## src/rtl/cpu_pipe_pkg.sv

```systemverilog
// Shared types for the EX/MEM pipeline boundary: control bundle, skid-stage states, default widths.
// Pure declarations; no latency or backpressure of its own.
package cpu_pipe_pkg;

  localparam int DATA_W_DEF = 16;
  localparam int REG_W_DEF  = 4;
  localparam int CTRL_W     = 6;

  // wbs: writeback select, mm: memory mode, wm: write memory, ni: no-increment, wme: writeback enable
  typedef struct packed {
    logic       wbs;
    logic [1:0] mm;
    logic       wm;
    logic       ni;
    logic       wme;
  } exmem_ctrl_t;

  typedef enum logic [1:0] {
    ST_EMPTY = 2'd0,
    ST_HALF  = 2'd1,
    ST_FULL  = 2'd2
  } skid_state_e;

  function automatic logic [1:0] occ_of(input skid_state_e s);
    logic [1:0] occ;
    occ = 2'd0;
    case (s)
      ST_HALF: occ = 2'd1;
      ST_FULL: occ = 2'd2;
      default: occ = 2'd0;
    endcase
    return occ;
  endfunction

endpackage

```

## src/rtl/exmem_entry_reg.sv

```systemverilog
// Load-enabled register for one EX/MEM bundle; zero-cleared on reset, holds value when not loaded.
// Latency one cycle from load to output; no flow control of its own.
module exmem_entry_reg
  import cpu_pipe_pkg::*;
#(
  parameter int DATA_W = DATA_W_DEF,
  parameter int REG_W  = REG_W_DEF
) (
  input  logic              clk_i,
  input  logic              rst_n_i,
  input  logic              load_i,
  input  exmem_ctrl_t       ctrl_i,
  input  logic [REG_W-1:0]  reg_dest_i,
  input  logic [DATA_W-1:0] alu_result_i,
  input  logic [DATA_W-1:0] mem_data_i,
  input  logic [DATA_W-1:0] wb_data_i,
  output exmem_ctrl_t       ctrl_o,
  output logic [REG_W-1:0]  reg_dest_o,
  output logic [DATA_W-1:0] alu_result_o,
  output logic [DATA_W-1:0] mem_data_o,
  output logic [DATA_W-1:0] wb_data_o
);

  exmem_ctrl_t       ctrl_q;
  logic [REG_W-1:0]  reg_dest_q;
  logic [DATA_W-1:0] alu_result_q;
  logic [DATA_W-1:0] mem_data_q;
  logic [DATA_W-1:0] wb_data_q;

  always_ff @(posedge clk_i or negedge rst_n_i) begin
    if (!rst_n_i) begin
      ctrl_q       <= '0;
      reg_dest_q   <= '0;
      alu_result_q <= '0;
      mem_data_q   <= '0;
      wb_data_q    <= '0;
    end else if (load_i) begin
      ctrl_q       <= ctrl_i;
      reg_dest_q   <= reg_dest_i;
      alu_result_q <= alu_result_i;
      mem_data_q   <= mem_data_i;
      wb_data_q    <= wb_data_i;
    end
  end

  assign ctrl_o       = ctrl_q;
  assign reg_dest_o   = reg_dest_q;
  assign alu_result_o = alu_result_q;
  assign mem_data_o   = mem_data_q;
  assign wb_data_o    = wb_data_q;

endmodule

```

## src/rtl/exmem_skid_stage.sv

```systemverilog
// Two-entry EX/MEM skid buffer: one-cycle input-to-output latency, full throughput when unstalled.
// in_ready is registered (low only when both entries held), so out_ready never reaches it combinationally.
module exmem_skid_stage
  import cpu_pipe_pkg::*;
#(
  parameter int DATA_W = DATA_W_DEF,
  parameter int REG_W  = REG_W_DEF,
  parameter int FWD_EN = 1
) (
  input  logic              clk_i,
  input  logic              rst_n_i,
  input  logic              flush_i,
  input  logic              in_valid_i,
  output logic              in_ready_o,
  input  exmem_ctrl_t       in_ctrl_i,
  input  logic [REG_W-1:0]  in_reg_dest_i,
  input  logic [DATA_W-1:0] in_alu_result_i,
  input  logic [DATA_W-1:0] in_mem_data_i,
  input  logic [DATA_W-1:0] in_wb_data_i,
  output logic              out_valid_o,
  input  logic              out_ready_i,
  output exmem_ctrl_t       out_ctrl_o,
  output logic [REG_W-1:0]  out_reg_dest_o,
  output logic [DATA_W-1:0] out_alu_result_o,
  output logic [DATA_W-1:0] out_mem_data_o,
  output logic [DATA_W-1:0] out_wb_data_o,
  output logic              fwd_valid_o,
  output logic [REG_W-1:0]  fwd_reg_o,
  output logic [DATA_W-1:0] fwd_data_o,
  output logic [1:0]        occupancy_o
);

  skid_state_e state_q, state_d;
  logic        in_ready_q;
  logic        in_xfer, out_xfer, out_valid;
  logic        main_ld, skid_ld, main_from_skid;

  exmem_ctrl_t       main_ctrl, skid_ctrl, main_src_ctrl;
  logic [REG_W-1:0]  main_reg_dest, skid_reg_dest, main_src_reg_dest;
  logic [DATA_W-1:0] main_alu, skid_alu, main_src_alu;
  logic [DATA_W-1:0] main_mem, skid_mem, main_src_mem;
  logic [DATA_W-1:0] main_wb, skid_wb, main_src_wb;

  assign out_valid = (state_q != ST_EMPTY);
  assign in_xfer   = in_valid_i && in_ready_q;
  assign out_xfer  = out_valid && out_ready_i;

  always_comb begin
    state_d        = state_q;
    main_ld        = 1'b0;
    skid_ld        = 1'b0;
    main_from_skid = 1'b0;
    // Flush wins over every transfer; entries keep their stale data so outputs stay deterministic.
    if (flush_i) begin
      state_d = ST_EMPTY;
    end else begin
      case (state_q)
        ST_EMPTY: begin
          if (in_xfer) begin
            main_ld = 1'b1;
            state_d = ST_HALF;
          end
        end
        ST_HALF: begin
          if (in_xfer && out_xfer) begin
            main_ld = 1'b1;
          end else if (in_xfer) begin
            skid_ld = 1'b1;
            state_d = ST_FULL;
          end else if (out_xfer) begin
            state_d = ST_EMPTY;
          end
        end
        ST_FULL: begin
          if (out_xfer) begin
            main_ld        = 1'b1;
            main_from_skid = 1'b1;
            state_d        = ST_HALF;
          end
        end
        default: state_d = ST_EMPTY;
      endcase
    end
  end

  always_ff @(posedge clk_i or negedge rst_n_i) begin
    if (!rst_n_i) begin
      state_q    <= ST_EMPTY;
      in_ready_q <= 1'b1;
    end else begin
      state_q    <= state_d;
      in_ready_q <= (state_d != ST_FULL);
    end
  end

  assign main_src_ctrl     = main_from_skid ? skid_ctrl     : in_ctrl_i;
  assign main_src_reg_dest = main_from_skid ? skid_reg_dest : in_reg_dest_i;
  assign main_src_alu      = main_from_skid ? skid_alu      : in_alu_result_i;
  assign main_src_mem      = main_from_skid ? skid_mem      : in_mem_data_i;
  assign main_src_wb       = main_from_skid ? skid_wb       : in_wb_data_i;

  exmem_entry_reg #(.DATA_W(DATA_W), .REG_W(REG_W)) u_main (
    .clk_i        (clk_i),
    .rst_n_i      (rst_n_i),
    .load_i       (main_ld),
    .ctrl_i       (main_src_ctrl),
    .reg_dest_i   (main_src_reg_dest),
    .alu_result_i (main_src_alu),
    .mem_data_i   (main_src_mem),
    .wb_data_i    (main_src_wb),
    .ctrl_o       (main_ctrl),
    .reg_dest_o   (main_reg_dest),
    .alu_result_o (main_alu),
    .mem_data_o   (main_mem),
    .wb_data_o    (main_wb)
  );

  exmem_entry_reg #(.DATA_W(DATA_W), .REG_W(REG_W)) u_skid (
    .clk_i        (clk_i),
    .rst_n_i      (rst_n_i),
    .load_i       (skid_ld),
    .ctrl_i       (in_ctrl_i),
    .reg_dest_i   (in_reg_dest_i),
    .alu_result_i (in_alu_result_i),
    .mem_data_i   (in_mem_data_i),
    .wb_data_i    (in_wb_data_i),
    .ctrl_o       (skid_ctrl),
    .reg_dest_o   (skid_reg_dest),
    .alu_result_o (skid_alu),
    .mem_data_o   (skid_mem),
    .wb_data_o    (skid_wb)
  );

  assign in_ready_o       = in_ready_q;
  assign out_valid_o      = out_valid;
  assign out_ctrl_o       = main_ctrl;
  assign out_reg_dest_o   = main_reg_dest;
  assign out_alu_result_o = main_alu;
  assign out_mem_data_o   = main_mem;
  assign out_wb_data_o    = main_wb;
  assign occupancy_o      = occ_of(state_q);

  // Register 0 is hardwired, so a write to it must never be bypassed.
  if (FWD_EN != 0) begin : g_fwd
    assign fwd_valid_o = out_valid && main_ctrl.wbs && (main_reg_dest != '0);
    assign fwd_reg_o   = main_reg_dest;
    assign fwd_data_o  = main_alu;
  end else begin : g_no_fwd
    assign fwd_valid_o = 1'b0;
    assign fwd_reg_o   = '0;
    assign fwd_data_o  = '0;
  end

endmodule

```

## config.mk

```make
export PLATFORM = sky130hd
export DESIGN_NAME = exmem_skid_stage
export DESIGN_NICKNAME = d
export VERILOG_FILES = /design/src/rtl/cpu_pipe_pkg.sv /design/src/rtl/exmem_entry_reg.sv /design/src/rtl/exmem_skid_stage.sv
export SDC_FILE = /design/constraint.sdc
export NUM_CORES = 1
export LEC_CHECK = 0
export CORE_MARGIN = 2
export CORE_UTILIZATION = 40
export CTS_BUF_LIST = sky130_fd_sc_hd__clkbuf_8
export CTS_CLUSTER_DIAMETER = 120
export DETAILED_ROUTE_END_ITERATION = 10
export GPL_ROUTABILITY_DRIVEN = 0
export PLACE_DENSITY = 0.77
export SLEW_MARGIN = 0
export SYNTH_ARGS = -nofsm -noshare
export SYNTH_HDL_FRONTEND = slang
export SYNTH_SLANG_ARGS = --single-unit
```

## constraint.sdc

```tcl
create_clock -name clk_i -period 2.1 [get_ports clk_i]
set_input_delay 0.21 -clock clk_i [delete_from_list [all_inputs] [get_ports clk_i]]
set_output_delay 0.21 -clock clk_i [all_outputs]
set_load 0.03 [all_outputs]
```

# Word-level counts from Yosys, hierarchy flattened

Index checks and enable logic that the tools add are counted.

Register bits: 119
Word-level logic and storage cells: 54

Reductions and logical operators: 8
Equal/unequal tests: 3
Mux-type cells: 23

Operator list:

| cell                 | number |
|---|---|
| $mux W16             | 3 |
| $mux W2              | 6 |
| $mux W1              | 9 |
| $mux W6              | 1 |
| $pmux W2 S3          | 1 |
| $logic_and A1 B1 Y1  | 5 |
| $mux W4              | 1 |
| $pmux W2 S2          | 1 |
| $reduce_bool A4 Y1   | 1 |
| $pmux W1 S3          | 1 |
| $eq A2 B1 Y1 const B | 1 |
| $eq A2 B2 Y1 const B | 1 |
| $logic_not A2 Y1     | 1 |
| $ne A2 B2 Y1 const B | 1 |
| $reduce_bool A2 Y1   | 1 |

# Depth between registers and ports, before layout

Gate-level depths: netlist of the first run.

Word-level depth: 8
Depth in mapped cells: 7
Mapped depth without buffers: 4

# Cells and area by module

A second synthesis of the first run with hierarchy kept.

Cell total of the unflattened synthesis: 352
Area, all modules: 5534.1 um^2

By module, submodules not included:

| module           | cells each | area an instance (um^2) | instances |
|---|---|---|---|
| exmem_entry_reg  | 122        | 2228.4                  | 2 |
| exmem_skid_stage | 108        | 1077.3                  | 1 |

# Worst setup path before layout of the first run

OpenSTA, ideal clock, no wires.

Kind: register to register
Start point: register state_q[1]
End point: register u_skid.wb_data_q[6], in the netlist u_skid.wb_data_o[6]
Stages on the path, launching flop included: 6
Data required time: 1.973 ns
Arrival: 1.562 ns
Slack: 0.410 ns
Library setup time: 0.127 ns
Cell sequence: dfrtp_1 -> and2b_1 -> nand4_2 -> buf_6 -> buf_6 -> mux2_1

Longest elaborated chain between the ends: 6

RTL lines:

| element                | RTL line               | source |
|---|---|---|
| from (decl)            | exmem_skid_stage.sv:33 | `skid_state_e state_q, state_d;` |
| from (signal assigned) | exmem_skid_stage.sv:91 | `state_q <= state_d;` |
| $reduce_bool A2 Y1     | exmem_skid_stage.sv:44 | `assign out_valid = (state_q != ST_EMPTY);` |
| $logic_and A1 B1 Y1    | exmem_skid_stage.sv:46 | `assign out_xfer = out_valid && out_ready_i;` |
| $logic_and A1 B1 Y1    | exmem_skid_stage.sv:65 | `if (in_xfer && out_xfer) begin` |
| $mux W1                | exmem_skid_stage.sv:65 |  |
| $mux W1 (*)            | exmem_skid_stage.sv:57 | `case (state_q)` |
| $mux W1 (*)            | exmem_skid_stage.sv:54 | `if (flush_i) begin` |
| to (signal assigned)   | exmem_entry_reg.sv:42  | `wb_data_q <= wb_data_i;` |
| to (decl)              | exmem_entry_reg.sv:28  | `logic [DATA_W-1:0] wb_data_q;` |

Every way passes the cells marked *; elsewhere a longest branch is shown, timed or not.
A chain may end at the register's enable or synchronous reset.

# Worst setup path in the final report of the first run

Start point: register u_main.reg_dest_q[1], in the netlist u_main.reg_dest_o[1]
End point: output port fwd_valid_o

Longest elaborated chain between the ends: 2

RTL lines:

| element                | RTL line                | source |
|---|---|---|
| from (decl)            | exmem_entry_reg.sv:25   | `logic [REG_W-1:0] reg_dest_q;` |
| from (signal assigned) | exmem_entry_reg.sv:39   | `reg_dest_q <= reg_dest_i;` |
| $reduce_bool A4 Y1     | exmem_skid_stage.sv:145 | `assign fwd_valid_o = out_valid && main_ctrl.wbs && (main_reg_dest != '0);` |
| $logic_and A1 B1 Y1    | exmem_skid_stage.sv:145 |  |
| to (decl)              | exmem_skid_stage.sv:27  | `output logic fwd_valid_o,` |

No other way between the ends.

==> flow_summary.yaml, run 1 <==
timing:
  setup-violations-final: 0
  finalWorstSetupSlack_ns: 0.138
  final_worst_path_cycle_share_pct: 93.4
  finalCriticalPeriod_ns: 1.96
  final-hold-violation-count: 0
  timing.final.max_slew_violations: 0
  relSlewSlack_pct: 58.0
  maxClockFrequency_ghz: 0.510
  tightestPinTransition_ns: 0.630
  fin_setup_tns_ns: 0
  clock_skew_ns: 0.00787
  rsz0062_at_grt: "no"
global_routing:
  first_global_vias: 3672
  use_met2_pct: 26.3
  groute.layer.met1.usage_pct: 20.8
  grt_first_pass_wirelength_um: 18300
  grt_use_met3_pct: 6.37
  busiest_layer: "met2"
  globalRoute.totalOverflow: 0
  antenna_found_initial: 1
  grt.total_usage_pct: 16.7
  largest_net_degree_at_the_start_of_global_routing: 85
yosys:
  post_synth_main_area_contributors: "sky130_fd_sc_hd__dfrtp_1 (57%), sky130_fd_sc_hd__mux2_2 (12%), sky130_fd_sc_hd__mux2i_1 (11%), sky130_fd_sc_hd__a21oi_1 (5.6%), sky130_fd_sc_hd__nor2_1 (4.3%)"
  synth.top_cells.by_count: "sky130_fd_sc_hd__dfrtp_1 (118), sky130_fd_sc_hd__nor2_1 (60), sky130_fd_sc_hd__a21oi_1 (58), sky130_fd_sc_hd__mux2i_1 (58), sky130_fd_sc_hd__mux2_2 (55)"
  mappedNetlistNets: 479
  post_synth_xor_area_fraction_pct: 0
  netlist.area_leader.share_pct: 56.7
  yosysMostFrequentCell: "sky130_fd_sc_hd__dfrtp_1"
  postSynthAreaPerCell_sq_um: 12.5
  ys_types: 28
  synth_fa_ha_area_share_pct: 0
  synth-seq-cells: 119
  post-synth-top-area-cell: "sky130_fd_sc_hd__dfrtp_1"
  synth_sequential_area_ratio_pct: 57.2
  synth_top_family_by_area: "multiplexers"
  yosys-mux-area-fraction_pct: 23.7
  synthSimpleGateAreaFrac_pct: 6.48
  synth_warnings: 0
  gate_count_after_technology_mapping: 416
  synth_compound_gate_area_share_pct: 6.07
  netlist_area_sq_um: 5210
  synth_ff_type: "sky130_fd_sc_hd__dfrtp_1"
  synth-edff-count: 0
  synth-async-reset-ratio_pct: 100
floorplan:
  initial_core_util_pct: 41.1
  floorplan.die.width_um: 118
  io-pin-count: 146
  fp.coreArea_sq_um: 12700
  dieArea_sq_um: 14000
  fp.dieH_um: 118
  number_of_rows_in_the_core_area: 41
critical_path:
  timing.rr.start: "in_ready_o"
  timing.critical_path.from_type: "flip-flop"
  maximum_cell_stage_delay_along_the_critical_path_ns: 0.54
  worstPathRequired_ns: 1.89
  timing.rr.end: "u_main.mem_data_o[11]"
  crit_path_cell_trace: "or4_1 -> and3_1 -> buf_2"
  cp_data_arrival_time_ns: 1.75
  critical_path_peak_fanout: 4
  r2r_cells: 5
  endpoint_kind: "primary output"
  critPathKind: "flip-flop to primary output"
  timing.critical_path.from: "u_main.reg_dest_o[1]"
  critical_path.slowest_cell: "sky130_fd_sc_hd__or4_1"
  reg2reg_slack_ns: 0.42
power:
  leakagePower_nw: 2.88
  powerDensity_nw_per_um2: 1010
  worst_ir_drop_vdd_mv: 0.512
layout:
  antenna_cells: 0
  nets: 608
  storage_cell_area_sq_um: 2980
  final_layout_size_suffix_gt1_share_pct: 17.5
  layout.filler_cells: 1096
  layout-area-overhead-vs-synth_pct: 35.4
  area_of_the_multi_input_gates_sq_um: 1910
drt:
  detail_route.vias_per_cell: 4.90
  drt-wirelength-per-cell_um: 15.5
  post-route-drc-count: 0
  drtAntennaViolNets: 0
  finalWirelength_um: 11300
  drt_iter0_drc: 156
  dr_total_vias: 3563
  detail_route.first_pass.iterations: 4
clock_network:
  tritoncts_num_sinks: 119
  clk_pin_slew_ns: 0.07
  cts-root-to-sink-buffers: 2
  post_cts_buffers: 0
  cts_tree: "built"
  worstSkewPairLatency_ns: 0.43
  root_buffer_cell: "sky130_fd_sc_hd__clkbuf_8"
  numCtsBuffers: 17
  h_tree_level_count: 4
placed_design:
  detailedPlace.worstSlack_ns: 0.142
  hpwlAfterDp_um: 7550
  numPortBuffers: 145
min_path:
  hold_class: "input pin to asynchronous set/reset pin"
outcome:
  outcome: "finished, final reports clean"
job:
  max-cap-violations: 0
worst max-delay path: cells and delay by family (launching register included):
family	cells	cell delay (ns)
AND/OR/NAND/NOR	2	0.75
flip-flops	1	0.41
buffers and inverters	1	0.18
area by class of cell:
cell class              count  area share [%]
multi-input cells         251            27.1
repair buffers            155            22.9
flip-flops and latches    119            42.2
clock buffers              22            4.29
inverters                   1          0.0532
clock inverters             7           0.461
well taps                 172            3.05
report_power, final:
group,switching [W],total [W],internal [W]
clock network,0.000836,0.00177,0.000931
registers,0.000321,0.00319,0.00286
logic,0.00113,0.00215,0.00103
timing repair:
item                       4_1_cts  5_1_grt
cloned                           0        0
hold buffers                     1        0
resized for setup                4        4
setup endpoints to repair        2        3
hold endpoints to repair        45        0
cells in the final DEF (no fill, tap or decap), types with 2 or more instances in the layout:
master	instances
sky130_fd_sc_hd__dlymetal6s2s_1	2
sky130_fd_sc_hd__nand2_1	2
sky130_fd_sc_hd__a21oi_1	58
sky130_fd_sc_hd__inv_1	5
sky130_fd_sc_hd__nor2_1	60
sky130_fd_sc_hd__clkbuf_8	22
sky130_fd_sc_hd__buf_12	7
sky130_fd_sc_hd__mux2_2	55
sky130_fd_sc_hd__mux2i_1	58
sky130_fd_sc_hd__clkdlybuf4s50_1	140
sky130_fd_sc_hd__dfrtp_1	118
sky130_fd_sc_hd__buf_4	3
sky130_fd_sc_hd__mux2_1	3
sky130_fd_sc_hd__clkinv_2	2
sequential cells by signal, summed over array words and instances, names as in the netlist, 6 cells and up:
register / cells
u_main.wb_data_o: 16
u_main.alu_result_o: 16
u_main.mem_data_o: 16
u_skid.ctrl_o: 6
u_skid.mem_data_o: 16
u_main.ctrl_o: 6
u_skid.wb_data_o: 16
u_skid.alu_result_o: 16
how the worst max path moves through the flow:
stage | to | slack (ns) | cells after the start
floorplan | u_skid.wb_data_o[6] | 0.41 | 5
global placement | fwd_valid_o | 0.16 | 3
detailed placement | fwd_valid_o | 0.14 | 3
CTS | fwd_valid_o | -0.04 | 3
global route | fwd_valid_o | 0.03 | 3
finish | fwd_valid_o | 0.14 | 3
routing by layer:
| layer | routed length [um] | vias up |
|---|---|---|
| met4 | 164 | 2 |
| met1 | 4940 | 1750 |
| li1 | - | 1685 |
| met3 | 750 | 16 |
| met2 | 5420 | 110 |
| met5 | 11 | - |
stage by stage:
step	total power (W)	utilization (%)	hold WS, ns	area, sq um	instances
floorplan	0.00450	-	-0.0856	5210	416
global placement	0.00531	53.0	0.265	6710	697
detailed placement	0.00540	53.0	0.273	6710	697
CTS	0.00721	55.7	0.329	7060	727
global route	0.00750	55.7	0.382	7060	727
finish	0.00710	55.7	0.351	7060	727
logic make-up after synthesis:
logic type	after synthesis
flops	119
compound gates	61
mux	116
buf+inv	46
simple gates	74
No activity file was read; power rests on OpenSTA's default activity.
==> run 2: changes to the inputs <==
--- a/config.mk
+++ b/config.mk
@@ -12,7 +12,6 @@
 export DETAILED_ROUTE_END_ITERATION = 10
 export GPL_ROUTABILITY_DRIVEN = 0
 export PLACE_DENSITY = 0.77
-export SLEW_MARGIN = 0
 export SYNTH_ARGS = -nofsm -noshare
 export SYNTH_HDL_FRONTEND = slang
 export SYNTH_SLANG_ARGS = --single-unit
==> results of run 2 <==
Final layout, timing and power as in run 1 (identical DEF).
==> run 3: changes to the inputs <==
--- a/config.mk
+++ b/config.mk
@@ -5,7 +5,6 @@
 export SDC_FILE = /design/constraint.sdc
 export NUM_CORES = 1
 export LEC_CHECK = 0
-export CORE_MARGIN = 2
 export CORE_UTILIZATION = 40
 export CTS_BUF_LIST = sky130_fd_sc_hd__clkbuf_8
 export CTS_CLUSTER_DIAMETER = 120
==> run 3 against run 2 <==
  * Critical path depth did not move
  * First-iteration DRC count increased by 15%
  * Final cell count grew 0.28%
  * Largest power group unchanged
  * Wire length shrank 1.3%
  * Sequential share of layout area down 0.32 points
  * Highest routed layer is now met4
  * Global-route usage rose by 0.95 points
  * Setup slack got worse by 0.0098 ns
  * Combinational power barely moved
==> flow_summary.yaml, run 3 (same netlist as run 1, synthesis figures left out) <==
clock_network:
  worstSkewPairLatency_ns: 0.43
  cts-root-to-sink-buffers: 2
  numCtsBuffers: 17
  clk_pin_slew_ns: 0.07
  tritoncts_num_sinks: 119
  h_tree_level_count: 4
  cts_tree: "built"
  root_buffer_cell: "sky130_fd_sc_hd__clkbuf_8"
timing:
  setup-violations-final: 0
  finalWorstSetupSlack_ns: 0.128
  final-hold-violation-count: 0
  relSlewSlack_pct: 57.5
  maxClockFrequency_ghz: 0.507
  fin_setup_tns_ns: 0
  final_worst_path_cycle_share_pct: 93.9
  timing.final.max_slew_violations: 0
  finalCriticalPeriod_ns: 1.97
  hold_slack_ns: 0.406
  clock_skew_ns: 0.00712
  tightestPinTransition_ns: 0.638
  rsz0062_at_grt: "no"
critical_path:
  worstPathRequired_ns: 1.89
  timing.critical_path.from_type: "flip-flop"
  maximum_cell_stage_delay_along_the_critical_path_ns: 0.55
  timing.rr.start: "in_ready_o"
  critPathKind: "flip-flop to primary output"
  timing.critical_path.from: "u_main.reg_dest_o[1]"
  critical_path.n_buffers_inverters: 1
  crit_path_cell_trace: "or4_1 -> and3_1 -> buf_2"
  r2r_cells: 5
  timing.rr.end: "u_main.alu_result_o[9]"
  endpoint_kind: "primary output"
  reg2reg_slack_ns: 0.43
  critical_path_peak_fanout: 4
  critical_path.top_delay_family: "simple AND/OR/NAND/NOR gates"
  critical_path.slowest_cell: "sky130_fd_sc_hd__or4_1"
  cp_data_arrival_time_ns: 1.76
  cp_num_cells: 3
global_routing:
  grt_first_pass_wirelength_um: 17800
  grt.total_usage_pct: 17.7
  use_met2_pct: 28.4
  globalRoute.totalOverflow: 0
  first_global_vias: 3654
  antenna_found_initial: 0
  largest_net_degree_at_the_start_of_global_routing: 120
  busiest_layer: "met2"
  grt_use_met3_pct: 7.01
  groute.layer.met1.usage_pct: 21.1
floorplan:
  initial_core_util_pct: 41.1
  fp.dieH_um: 116
  floorplan.die.width_um: 116
  dieArea_sq_um: 13500
  fp.coreArea_sq_um: 12700
  number_of_rows_in_the_core_area: 41
  io-pin-count: 146
layout:
  layout.filler_cells: 1117
  most_frequent_standard_cell_in_the_layout_excluding_fill_and_tap_cells: "sky130_fd_sc_hd__clkdlybuf4s50_1"
  post-route-util_pct: 56.1
  layout_common_cells: "sky130_fd_sc_hd__clkdlybuf4s50_1 (141), sky130_fd_sc_hd__dfrtp_1 (118), sky130_fd_sc_hd__nor2_1 (60)"
  antenna_cells: 0
  layout-area-overhead-vs-synth_pct: 36.4
  nets: 607
  final_layout_size_suffix_gt1_share_pct: 18.1
drt:
  drt-wirelength-per-cell_um: 15.3
  detail_route.first_pass.iterations: 4
  finalWirelength_um: 11100
  post-route-drc-count: 0
  dr_total_vias: 3537
  drtAntennaViolNets: 0
  detail_route.vias_per_cell: 4.85
  drt_iter0_drc: 179
power:
  power.share.sequential_pct: 42.4
  worst_ir_drop_vdd_mv: 0.553
  switching_power_w: 0.00232
  power_w: 0.00752
  leakagePower_nw: 2.88
  clkPwrFrac_pct: 29.2
  p_sw_share_pct: 30.9
  internal-power_w: 0.00520
  powerDensity_nw_per_um2: 1060
  power.combinational.fraction_pct: 28.4
min_path:
  hold_class: "input pin to asynchronous set/reset pin"
placed_design:
  detailedPlace.worstSlack_ns: 0.123
  hpwlAfterDp_um: 7460
  numPortBuffers: 145
outcome:
  outcome: "finished, final reports clean"
job:
  max-cap-violations: 0
run 3: metal layers:
| layer | up-vias | wire [um] |
|---|---|---|
| met5 | - | 0 |
| met3 | 17 | 839 |
| li1 | 1680 | - |
| met2 | 108 | 5430 |
| met1 | 1732 | 4690 |
| met4 | 0 | 167 |
run 3: worst max-delay path by stage:
stage	endpoint	slack, ns
final	fwd_valid_o	0.13
after global routing	occupancy_o[1]	0.009
after CTS	fwd_valid_o	0.06
after detailed placement	fwd_valid_o	0.12
after global placement	fwd_valid_o	0.13
after floorplan	u_skid.wb_data_o[6]	0.41
run 3: through the flow:
step | std cells | instance area, sq um
after floorplan | 416 | 5210
after global placement | 696 | 6680
after detailed placement | 696 | 6680
after CTS | 729 | 7110
after global routing | 729 | 7110
final | 729 | 7110
run 3: cell type report:
cell class                 count  area [sq um]  area share, %
clock buffer                  22           303           4.26
clock inverter                10           125           1.76
inverter                       1          3.75         0.0528
multi-input combinational    251          1910           26.9
sequential                   119          2980           41.9
tap                          172           215           3.03
timing repair buffer         154          1570           22.1
run 3: what timing repair did:
item / 4_1_cts / 5_1_grt
setup endpoints to repair: 3 / 0
hold buffers: 1 / 0
endpoints found under the hold margin: 118 / 0
resized for setup: 7 / 0
buffers inserted: 0 / 0
run 3: worst min-delay path, cell delays in order:
cell                            delay, ns
sky130_fd_sc_hd__dlygate4sd3_1       0.52
sky130_fd_sc_hd__buf_4               0.11
sky130_fd_sc_hd__buf_12              0.45
run 3: power groups by stage:
stage,sequential [W],clock [W],combinational [W]
6_report,0.00319,0.00220,0.00214
5_1_grt,0.00326,0.00237,0.00229
4_1_cts,0.00319,0.00227,0.00217
3_5_place_dp,0.00323,0,0.00216
3_3_place_gp,0.00318,0,0.00211
2_1_floorplan,0.00360,0,0.000904
